**config.mk**
```make
export PLATFORM = sky130hd
export DESIGN_NAME = adc_cfg_seq
export DESIGN_NICKNAME = d
export VERILOG_FILES = /design/src/rtl/adc_cfg_pkg.sv /design/src/rtl/adc_cfg_spi_txn.sv /design/src/rtl/adc_cfg_seq.sv
export SDC_FILE = /design/constraint.sdc
export NUM_CORES = 1
export LEC_CHECK = 0
export CORE_AREA = 2 2 110 112
export CTS_CLUSTER_SIZE = 40
export DETAILED_ROUTE_END_ITERATION = 8
export DIE_AREA = 0 0 112 114
export PLACE_DENSITY = 0.76
export SLEW_MARGIN = 15
export SYNTH_ARGS = -nofsm -noshare
export SYNTH_HDL_FRONTEND = slang
export SYNTH_SLANG_ARGS = --single-unit
```
**constraint.sdc**
```tcl
create_clock -name clk -period 2.8 [get_ports clk]
set_clock_uncertainty 0.05 [all_clocks]
set_input_delay 0.28 -clock clk [delete_from_list [all_inputs] [get_ports clk]]
set_output_delay 0.28 -clock clk [all_outputs]
set_load 0.01 [all_outputs]
```
**src/rtl/adc_cfg_pkg.sv**
```systemverilog
// Shared definitions for the ADC3424 bring-up sequencer: FSM states, error
// codes and SPI frame layout.
package adc_cfg_pkg;

    typedef enum logic [3:0] {
        S_IDLE   = 4'd0,
        S_RESET  = 4'd1,
        S_POST   = 4'd2,
        S_WR_REQ = 4'd3,
        S_WR_ACK = 4'd4,
        S_GAP    = 4'd5,
        S_RD_REQ = 4'd6,
        S_RD_ACK = 4'd7,
        S_DONE   = 4'd8,
        S_TOGGLE = 4'd9,
        S_FAIL   = 4'd10
    } state_t;

    localparam logic [1:0] ERR_NONE        = 2'd0;
    localparam logic [1:0] ERR_ACK_STUCK   = 2'd1;
    localparam logic [1:0] ERR_ACK_TIMEOUT = 2'd2;
    localparam logic [1:0] ERR_MISMATCH    = 2'd3;

    localparam logic       FRAME_RD    = 1'b1;
    localparam logic       FRAME_WR    = 1'b0;
    localparam logic       FRAME_W_BIT = 1'b1;
    localparam logic [5:0] FRAME_PAD   = 6'b0;

    // ADC3424 power-down control register, normally the first table entry.
    localparam logic [7:0] PDN_ADDR = 8'h15;

    function automatic logic [23:0] build_frame(input logic       is_read,
                                                input logic [7:0] addr,
                                                input logic [7:0] data);
        if (is_read)
            return {FRAME_RD, FRAME_W_BIT, FRAME_PAD, addr, 8'h00};
        return {FRAME_WR, FRAME_W_BIT, FRAME_PAD, addr, data};
    endfunction

endpackage

```
**src/rtl/adc_cfg_spi_txn.sv**
```systemverilog
// One SPI write or read transaction: request/ack handshake, ACK timeout
// counter and readback capture. The phase inputs come from the sequencer FSM.
module adc_cfg_spi_txn
    import adc_cfg_pkg::*;
#(
    parameter int ACK_TIMEOUT = 1000
) (
    input  logic        clk,
    input  logic        rst,
    input  logic        req_phase,
    input  logic        ack_phase,
    input  logic        is_read,
    input  logic        restart,
    input  logic [7:0]  addr,
    input  logic [7:0]  data,
    input  logic        spi_ack,
    input  logic [7:0]  adc_spi_rd_data,
    output logic        spi_req,
    output logic [23:0] spi_wr_data,
    output logic        acked,
    output logic        released,
    output logic        timeout,
    output logic [7:0]  rd_byte
);

    logic [31:0] cnt_q, cnt_d;
    logic [7:0]  rd_byte_q, rd_byte_d;
    logic        active;

    assign active = req_phase || ack_phase;

    always_comb begin
        // NOTE: every variable is given a default first so no path can infer a latch.
        cnt_d     = '0;
        rd_byte_d = rd_byte_q;
        if (active && !restart)
            cnt_d = cnt_q + 32'd1;
        if (req_phase && is_read && spi_ack)
            rd_byte_d = adc_spi_rd_data;
    end

    always_ff @(posedge clk) begin
        // NOTE: non-blocking assignments only, so every flop samples pre-edge values.
        if (rst) begin
            cnt_q     <= '0;
            rd_byte_q <= '0;
        end else begin
            cnt_q     <= cnt_d;
            rd_byte_q <= rd_byte_d;
        end
    end

    assign spi_req     = req_phase;
    assign spi_wr_data = active ? build_frame(is_read, addr, data) : 24'h0;
    assign acked       = req_phase && spi_ack;
    assign released    = ack_phase && !spi_ack;
    assign timeout     = active && (cnt_q == 32'(ACK_TIMEOUT - 1));
    assign rd_byte     = rd_byte_q;

endmodule

```
**src/rtl/adc_cfg_seq.sv**
```systemverilog
// Multi-chip ADC3424 bring-up sequencer: pulses adc_reset, then writes and
// reads back every cfg_table entry on each chip with retries and timeouts.
module adc_cfg_seq
    import adc_cfg_pkg::*;
#(
    parameter int N_ADC         = 4,
    parameter int N_REGS        = 2,
    parameter int WAIT_PERIOD   = 10,
    parameter int RESET_PERIOD  = 10,
    parameter int ACK_TIMEOUT   = 1000,
    parameter int MAX_RETRY     = 2,
    parameter int TOGGLE_EN     = 1,
    parameter int TOGGLE_PERIOD = 1000,
    localparam int SEL_W        = (N_ADC > 1) ? $clog2(N_ADC) : 1
) (
    input  logic                clk,
    input  logic                rst,
    input  logic                start,
    input  logic [16*N_REGS-1:0] cfg_table,
    output logic                spi_req,
    output logic [23:0]         adc_spi_wr_data,
    output logic [SEL_W-1:0]    adc_sel,
    input  logic                spi_ack,
    input  logic [7:0]          adc_spi_rd_data,
    output logic                adc_reset,
    output logic                busy,
    output logic                done,
    output logic                error,
    output logic [1:0]          err_code,
    output logic [SEL_W-1:0]    err_adc,
    output logic [3:0]          err_reg,
    output logic [3:0]          state,
    output logic                toggle
);

    state_t             state_q, state_d;
    logic [31:0]        cnt_q, cnt_d;
    logic [SEL_W-1:0]   adc_q, adc_d;
    logic [3:0]         reg_q, reg_d;
    logic [2:0]         retry_q, retry_d;
    logic               next_rd_q, next_rd_d;
    logic               busy_q, busy_d;
    logic               done_q, done_d;
    logic               error_q, error_d;
    logic               toggle_q, toggle_d;
    logic [1:0]         err_code_q, err_code_d;
    logic [SEL_W-1:0]   err_adc_q, err_adc_d;
    logic [3:0]         err_reg_q, err_reg_d;

    logic [15:0]        entry;
    logic               txn_acked, txn_released, txn_timeout;
    logic [7:0]         txn_rd_byte;
    logic               restart;
    logic               begin_seq, fail, cnt_wrap;
    logic [1:0]         fail_code;
    logic               wait_done, last_reg, last_adc;

    always_comb begin
        entry = '0;
        for (int k = 0; k < N_REGS; k++)
            if (reg_q == 4'(k))
                entry = cfg_table[16*k +: 16];
    end

    assign wait_done = (cnt_q == 32'(WAIT_PERIOD - 1));
    assign last_reg  = (reg_q == 4'(N_REGS - 1));
    assign last_adc  = (adc_q == SEL_W'(N_ADC - 1));

    always_comb begin
        state_d    = state_q;
        adc_d      = adc_q;
        reg_d      = reg_q;
        retry_d    = retry_q;
        next_rd_d  = next_rd_q;
        busy_d     = busy_q;
        done_d     = done_q;
        error_d    = error_q;
        toggle_d   = toggle_q;
        err_code_d = err_code_q;
        err_adc_d  = err_adc_q;
        err_reg_d  = err_reg_q;
        begin_seq  = 1'b0;
        fail       = 1'b0;
        fail_code  = ERR_NONE;
        cnt_wrap   = 1'b0;

        case (state_q)
            S_IDLE:   if (start) begin_seq = 1'b1;
            S_RESET:  if (cnt_q == 32'(RESET_PERIOD - 1)) state_d = S_POST;
            S_POST: begin
                if (wait_done) begin
                    if (spi_ack) begin
                        fail      = 1'b1;
                        fail_code = ERR_ACK_STUCK;
                    end else begin
                        adc_d     = '0;
                        reg_d     = '0;
                        retry_d   = '0;
                        next_rd_d = 1'b0;
                        state_d   = S_WR_REQ;
                    end
                end
            end
            S_WR_REQ, S_RD_REQ: begin
                if (txn_acked)
                    state_d = (state_q == S_WR_REQ) ? S_WR_ACK : S_RD_ACK;
                else if (txn_timeout) begin
                    fail      = 1'b1;
                    fail_code = ERR_ACK_TIMEOUT;
                end
            end
            S_WR_ACK: begin
                if (txn_released) begin
                    next_rd_d = 1'b1;
                    state_d   = S_GAP;
                end else if (txn_timeout) begin
                    fail      = 1'b1;
                    fail_code = ERR_ACK_TIMEOUT;
                end
            end
            S_GAP:    if (wait_done) state_d = next_rd_q ? S_RD_REQ : S_WR_REQ;
            S_RD_ACK: begin
                if (txn_released) begin
                    next_rd_d = 1'b0;
                    if (txn_rd_byte == entry[7:0]) begin
                        retry_d = '0;
                        state_d = S_GAP;
                        if (!last_reg) begin
                            reg_d = reg_q + 4'd1;
                        end else if (!last_adc) begin
                            reg_d = '0;
                            adc_d = adc_q + 1'b1;
                        end else begin
                            state_d = S_DONE;
                            done_d  = 1'b1;
                            busy_d  = 1'b0;
                        end
                    end else if (retry_q < 3'(MAX_RETRY)) begin
                        retry_d = retry_q + 3'd1;
                        state_d = S_GAP;
                    end else begin
                        fail      = 1'b1;
                        fail_code = ERR_MISMATCH;
                    end
                end else if (txn_timeout) begin
                    fail      = 1'b1;
                    fail_code = ERR_ACK_TIMEOUT;
                end
            end
            S_DONE:   state_d = (TOGGLE_EN != 0) ? S_TOGGLE : S_IDLE;
            S_TOGGLE: begin
                if (start)
                    begin_seq = 1'b1;
                else if (cnt_q == 32'(TOGGLE_PERIOD - 1)) begin
                    toggle_d = ~toggle_q;
                    cnt_wrap = 1'b1;
                end
            end
            S_FAIL:   state_d = S_IDLE;
            default:  state_d = S_IDLE;
        endcase

        if (begin_seq) begin
            state_d    = S_RESET;
            busy_d     = 1'b1;
            done_d     = 1'b0;
            error_d    = 1'b0;
            toggle_d   = 1'b0;
            err_code_d = ERR_NONE;
            err_adc_d  = '0;
            err_reg_d  = '0;
            adc_d      = '0;
            reg_d      = '0;
            retry_d    = '0;
            next_rd_d  = 1'b0;
        end

        // Failure info is latched on the way into S_FAIL, while adc/reg still name the culprit.
        if (fail) begin
            state_d    = S_FAIL;
            error_d    = 1'b1;
            busy_d     = 1'b0;
            err_code_d = fail_code;
            err_adc_d  = adc_q;
            err_reg_d  = reg_q;
        end

        cnt_d = '0;
        if (state_d == state_q && !cnt_wrap &&
            (state_q inside {S_RESET, S_POST, S_GAP, S_TOGGLE}))
            cnt_d = cnt_q + 32'd1;
    end

    assign restart = (state_d != state_q);

    always_ff @(posedge clk) begin
        if (rst) begin
            state_q    <= S_IDLE;
            cnt_q      <= '0;
            adc_q      <= '0;
            reg_q      <= '0;
            retry_q    <= '0;
            next_rd_q  <= 1'b0;
            busy_q     <= 1'b0;
            done_q     <= 1'b0;
            error_q    <= 1'b0;
            toggle_q   <= 1'b0;
            err_code_q <= ERR_NONE;
            err_adc_q  <= '0;
            err_reg_q  <= '0;
        end else begin
            state_q    <= state_d;
            cnt_q      <= cnt_d;
            adc_q      <= adc_d;
            reg_q      <= reg_d;
            retry_q    <= retry_d;
            next_rd_q  <= next_rd_d;
            busy_q     <= busy_d;
            done_q     <= done_d;
            error_q    <= error_d;
            toggle_q   <= toggle_d;
            err_code_q <= err_code_d;
            err_adc_q  <= err_adc_d;
            err_reg_q  <= err_reg_d;
        end
    end

    adc_cfg_spi_txn #(
        .ACK_TIMEOUT (ACK_TIMEOUT)
    ) u_txn (
        .clk             (clk),
        .rst             (rst),
        .req_phase       (state_q == S_WR_REQ || state_q == S_RD_REQ),
        .ack_phase       (state_q == S_WR_ACK || state_q == S_RD_ACK),
        .is_read         (state_q == S_RD_REQ || state_q == S_RD_ACK),
        .restart         (restart),
        .addr            (entry[15:8]),
        .data            (entry[7:0]),
        .spi_ack         (spi_ack),
        .adc_spi_rd_data (adc_spi_rd_data),
        .spi_req         (spi_req),
        .spi_wr_data     (adc_spi_wr_data),
        .acked           (txn_acked),
        .released        (txn_released),
        .timeout         (txn_timeout),
        .rd_byte         (txn_rd_byte)
    );

    assign adc_sel   = adc_q;
    assign adc_reset = (state_q == S_RESET);
    assign busy      = busy_q;
    assign done      = done_q;
    assign error     = error_q;
    assign err_code  = err_code_q;
    assign err_adc   = err_adc_q;
    assign err_reg   = err_reg_q;
    assign state     = state_q;
    assign toggle    = toggle_q;

endmodule

```
======== After elaboration in Yosys (flattened, before gate mapping) ========
Cells that the tools add are included.
word-level totals
  input port bits ......................... 44
  flip-flop bits (word level) ............. 98
  output and inout port bits .............. 44
  word-level logic and storage cells ...... 173
operators by class
  reductions and logical operators ........ 39
  $lt $le $gt $ge ......................... 1
  equal/unequal tests ..................... 26
  add/sub/neg operators ................... 5
  bitwise logic cells ..................... 4
  multiplexer cells ....................... 83
operator list
  cell                     count
  $mux W4                  21
  $mux W24                 3
  $add A32 B1 Y32 const B  2
  $eq A32 B10 Y1 const B   2
  $eq A32 B4 Y1 const B    1
  $mux W16                 2
  $mux W2                  16
  $pmux W4 S8              1
  $mux W1                  28
  $reduce_and A5 Y1        4
  $mux W3                  6
  $eq A4 B3 Y1 const B     4
  $ne A2 B2 Y1 const B     7
  $reduce_bool A2 Y1       7
  $reduce_or A2 Y1         6
  $eq A4 B1 Y1 const B     2
  $eq A4 B2 Y1 const B     2
  $eq A4 B4 Y1 const B     2
  $eq A8 B8 Y1             1
  $logic_and A1 B1 Y1      8
  $logic_not A4 Y1         2
  $pmux W2 S4              1
  $pmux W4 S2              1
  $reduce_and A7 Y1        1
  other kinds (19)         28

======== Depth between registers and ports, before layout ========
  depth in word-level cells ............... 14
  gate-level depth with buffers ........... 14

======== Hierarchy ========
Synthesis repeated with hierarchy kept, for this count alone.
second synthesis, totals
  cell total of the unflattened synthesis .. 732
  area total of the unflattened synthesis .. 5960.7 um2
by module, submodules not included
  module           cells each  area each (um2)  times used
  adc_cfg_seq      481         3857.4           1
  adc_cfg_spi_txn  251         2103.3           1

======== Worst setup path before layout ========
No wires, ideal clock.
  path type ............................... reg-to-reg
  start point ............................. register reg_q[1]
  end point ............................... register u_txn.cnt_q[18]
  arrival time ............................ 2.639 ns
  period minus slack after synthesis ...... 2.778 ns
  cell stages (with the launch flop) ...... 13
  setup slack ............................. 0.022 ns
  cell sequence ........................... dfxtp_1 inv_1 ha_1 buf_2 buf_2 a21oi_1 a21oi_1 and4_1 a2111oi_4 a211o_1 nand4_4 buf_6 nor4_2
between the ends
  cells in the longest elaborated chain, start to end .. 14
  elaborated cells on any way between the ends .. 19
  those cells by class .................... eq/ne: 3; mux: 11; bitwise: 1; reduce/logical: 4
ends and longest elaborated chain
  what                          line                   RTL
  from (decl)                   adc_cfg_seq.sv:39      logic [3:0] reg_q, reg_d;
  from (signal assigned)        adc_cfg_seq.sv:215     reg_q <= reg_d;
  $logic_not A4 Y1              adc_cfg_seq.sv:61      if (reg_q == 4'(k))
  $mux W16 (2 in a row)         adc_cfg_seq.sv:61
  $eq A8 B8 Y1                  adc_cfg_seq.sv:125     if (txn_rd_byte == entry[7:0]) begin
  $mux W4                       adc_cfg_seq.sv:125
  $mux W4                       adc_cfg_seq.sv:123     if (txn_released) begin
  $pmux W4 S8                   adc_cfg_seq.sv:87      case (state_q)
  $mux W4                       adc_cfg_seq.sv:163     if (begin_seq) begin
  $mux W4 *                     adc_cfg_seq.sv:179     if (fail) begin
  $ne A4 B4 Y1 *                adc_cfg_seq.sv:194     assign restart = (state_d != state_q);
  $logic_not A1 Y1 *            adc_cfg_spi_txn.sv:36  if (active && !restart)
  $logic_and A1 B1 Y1 *         adc_cfg_spi_txn.sv:36
  $not A1 Y1 (no line) *        --
  $reduce_or A2 Y1 (no line) *  --
  to (signal assigned)          adc_cfg_spi_txn.sv:48  cnt_q <= cnt_d;
  to (decl)                     adc_cfg_spi_txn.sv:26  logic [31:0] cnt_q, cnt_d;
Mark *: on every way between the ends. The rest lies on a longest branch, timed or not.
A chain may end at the register's enable or synchronous reset.

======== Worst setup path after layout ========
  start point ............................. register reg_q[1]
  end point ............................... register u_txn.cnt_q[0]
The elaborated chain is that of the path after synthesis.

==> load_flow_metrics.sql <==
INSERT INTO impl_metrics (metric_group, metric, value, unit) VALUES
('run_status', 'status', 'complete, but fails checks', ''),
('run_status', 'failed_checks', 'setup timing', ''),
('die', 'io_pins', '88', ''),
('pwr', 'power.leakage', '2.70', 'nW'),
('worst_setup_path', 'worst-path-max-fanout', '8', ''),
('finish', 'fillers', '894', ''),
('die', 'die_h', '114', 'um'),
('worst_setup_path', 'cp.arrival', '3.16', 'ns'),
('place', 'gp_congestion', '0.909', ''),
('place', 'preCtsSetupSlack', '-0.364', 'ns'),
('die', 'core_area', '11700', 'sq um'),
('clock_network', 'cts.path.max_buffers', '2', ''),
('clock_network', 'clock_insertion_delay_worst_skew', '0.35', 'ns'),
('clock_network', 'register_clock_pin_slew_on_the_reported_worst_setup_and_hold_paths', '0.07', 'ns'),
('synthesis', 'synth-edff-count', '0', ''),
('clock_network', 'tritoncts.num_buffers', '9', ''),
('finish', 'postLayoutCoreUtil', '67.4', '%'),
('finish', 'nNetsFinal', '886', ''),
('grt', 'grt-ovfl-total', '0', ''),
('grt', 'antenna_found_initial', '0', ''),
('grt', 'grt_pass1_vias', '5453', ''),
('clock_network', 'tritoncts_clock_tree', 'built', ''),
('sta', 'setup_viol_count_final', '62', ''),
('synthesis', 'synth-seq-area-share', '35.3', '%'),
('die', 'num_rows', '40', ''),
('die', 'dieArea', '12800', 'sq um'),
('synthesis', 'number_of_distinct_library_cells_after_synthesis', '58', ''),
('die', 'dieWidth', '112', 'um'),
('finish', 'area_growth_syn_to_layout', '41.9', '%'),
('finish', 'fraction_of_layout_instances_using_a_drive_strength_above_1', '21.1', '%'),
('synthesis', 'synth_top_cell_area_share', '35.3', '%'),
('die', 'initial_utilization', '47.5', '%'),
('place', 'postPlaceCellArea', '6940', 'sq um'),
('routing', 'route.detailed.vias_per_inst', '5.66', ''),
('clock_network', 'cts_hold_repair.buffers', '0', ''),
('synthesis', 'synth_largest_area_cell', 'sky130_fd_sc_hd__dfxtp_1', ''),
('sta', 'rsz_0062_raised_after_global_routing', 'true', ''),
('worst_setup_path', 'cp_slowest_cell', 'sky130_fd_sc_hd__and4bb_4', ''),
('synthesis', 'register_bit_total_from_synthesis', '98', ''),
('pwr', 'cellPowerDensity', '376', 'nW/um^2'),
('worst_setup_path', 'cpPeakStageDelay', '0.38', 'ns'),
('routing', 'routedWlPerCell', '16.7', 'um'),
('synthesis', 'syn_inst', '687', ''),
('worst_setup_path', 'critical_setup_path_class', 'flop to flop', ''),
('sta', 'post-route-worst-setup-slack', '-0.140', 'ns'),
('worst_setup_path', 'worst_ep_required_time', '3.02', 'ns'),
('clock_network', 'tritoncts_num_sinks', '98', ''),
('grt', 'grt_start_max_net_pins', '29', ''),
('job', 'maxCapViolations', '0', ''),
('grt', 'groute.usage.overall', '24.6', '%'),
('place', 'portBuffers', '81', ''),
('routing', 'drt_iter0_drc', '324', ''),
('worst_setup_path', 'crit_top_cell', 'sky130_fd_sc_hd__buf_6', ''),
('routing', 'first_pass_detailed_route_iteration_total', '7', ''),
('synthesis', 'synthMostInstantiatedCell', 'sky130_fd_sc_hd__nor2_1', ''),
('hold_path', 'min_path_type', 'flop to flop', ''),
('sta', 'worst_case_headroom_to_the_max_slew_limit', '35.3', '%'),
('synthesis', 'synthesis.area_per_instance', '8.09', 'sq um'),
('routing', 'via_count', '5578', ''),
('routing', 'antenna_left', '0', ''),
('grt', 'grt_pass1_wl', '25.9', 'mm'),
('routing', 'remaining_drc_errors', '0', ''),
('sta', 'timing.final.crit_share', '105', '%'),
('place', 'dp_hpwl', '10.9', 'mm'),
('synthesis', 'synthArstFlopShare', '0', '%'),
('finish', 'final_area', '7890', 'sq um'),
('synthesis', 'ys_top_cells_by_count', 'sky130_fd_sc_hd__nor2_1 (113), sky130_fd_sc_hd__dfxtp_1 (98), sky130_fd_sc_hd__nand2_1 (70)', ''),
('finish', 'antenna_cells_inserted', '0', ''),
('worst_setup_path', 'start_kind', 'flop', ''),
('synthesis', 'synth_flop_cell', 'sky130_fd_sc_hd__dfxtp_1', ''),
('worst_setup_path', 'setup.worst_path.end_class', 'flop', '');
## cell type report
cell class,instances,area [sq um],share of cell area [%]
repair buffers,169,1590,20.1
clock inverters,5,45.0,0.571
inverters,24,90.1,1.14
multi-input cells,532,3760,47.7
flip-flops and latches,98,1970,24.9
well taps,147,184,2.33
clock buffers,11,253,3.20
## stage by stage
step                      setup TNS, ns  power (mW)  cells  hold WS (ns)
after floorplan                       0        1.55    692         0.377
after global placement           -11.41        1.67    950         0.383
after detailed placement         -13.12        1.67    950         0.391
after CTS                        -0.733        2.95    975         0.401
after global routing             -17.75        3.06    986         0.448
final                             -5.26        2.96    986         0.402
## logic make-up after synthesis
group                    after synthesis  synth area share [%]
AND/OR/NAND/NOR                      360                  35.9
XOR/XNOR                              64                  10.1
AO/OA/AOI/OAI                         83                  9.65
multiplexers                          11                  2.00
buffers and inverters                 62                  5.20
other                                  1                0.0674
flip-flops                            98                  35.3
adder cells (fa/ha/maj)                8                  1.80
## repair_timing
action | in CTS | in global routing
endpoints found under the setup margin | 85 | 87
gates resized for setup | 54 | 28
pin swaps | 27 | 21
buffers inserted | 7 | 9
cloned | 2 | 2
endpoints found under the hold margin | 0 | 0
## worst max-delay path: cells and delay by family (launching register included)
| kind | cells | cell delay (ns) |
|---|---|---|
| and+or+nand+nor | 6 | 1.37 |
| buffers and inverters | 6 | 0.81 |
| DFF | 1 | 0.33 |
| adders and majority gates | 1 | 0.17 |
| AOI/OAI and AO/OA | 2 | 0.13 |
## routing by layer
layer  up-vias  global-route usage (%)  wire, um
li1       2696                       -         -
met2       196                    44.0      8510
met4         0                    6.50       174
met5         -                       0         0
met3        18                    5.47       923
met1      2668                    30.2      6910
## where the power goes
group          internal, mW  leakage, nW  total [mW]  switching, mW
registers              1.40        0.792        1.40        0.00438
logic                 0.169         1.76       0.318          0.149
clock network         0.666        0.145        1.25          0.581
total                  2.23         2.70        2.96          0.734
## cell usage in the layout, fill, tap and decap left out, drive strengths merged, types with 4 or more instances in the layout
| master | instances |
|---|---|
| a21oi | 37 |
| a31oi | 4 |
| and2 | 5 |
| and3 | 10 |
| and3b | 5 |
| and4 | 6 |
| buf | 86 |
| clkbuf | 13 |
| clkdlybuf4s50 | 81 |
| conb | 6 |
| dfxtp | 98 |
| ha | 8 |
| inv | 27 |
| mux2i | 10 |
| nand2 | 70 |
| nand2b | 10 |
| nand3 | 39 |
| nand4 | 21 |
| nor2 | 113 |
| nor2b | 10 |
| nor3 | 6 |
| nor3b | 5 |
| nor4 | 45 |
| nor4b | 6 |
| o21a | 5 |
| o21ai | 8 |
| o22ai | 6 |
| xnor2 | 33 |
| xor2 | 31 |
## path summary, 6_finish.rpt
path,start,end,slack (ns),cells after the start
setup reg to reg,reg_q[1],u_txn.cnt_q[0],-0.14,15
hold / removal,done,done,0.40,2
setup / recovery,reg_q[1],u_txn.cnt_q[0],-0.14,15
hold reg to reg,done,done,0.40,2
Note: power is estimated with default switching activity, not from simulation.
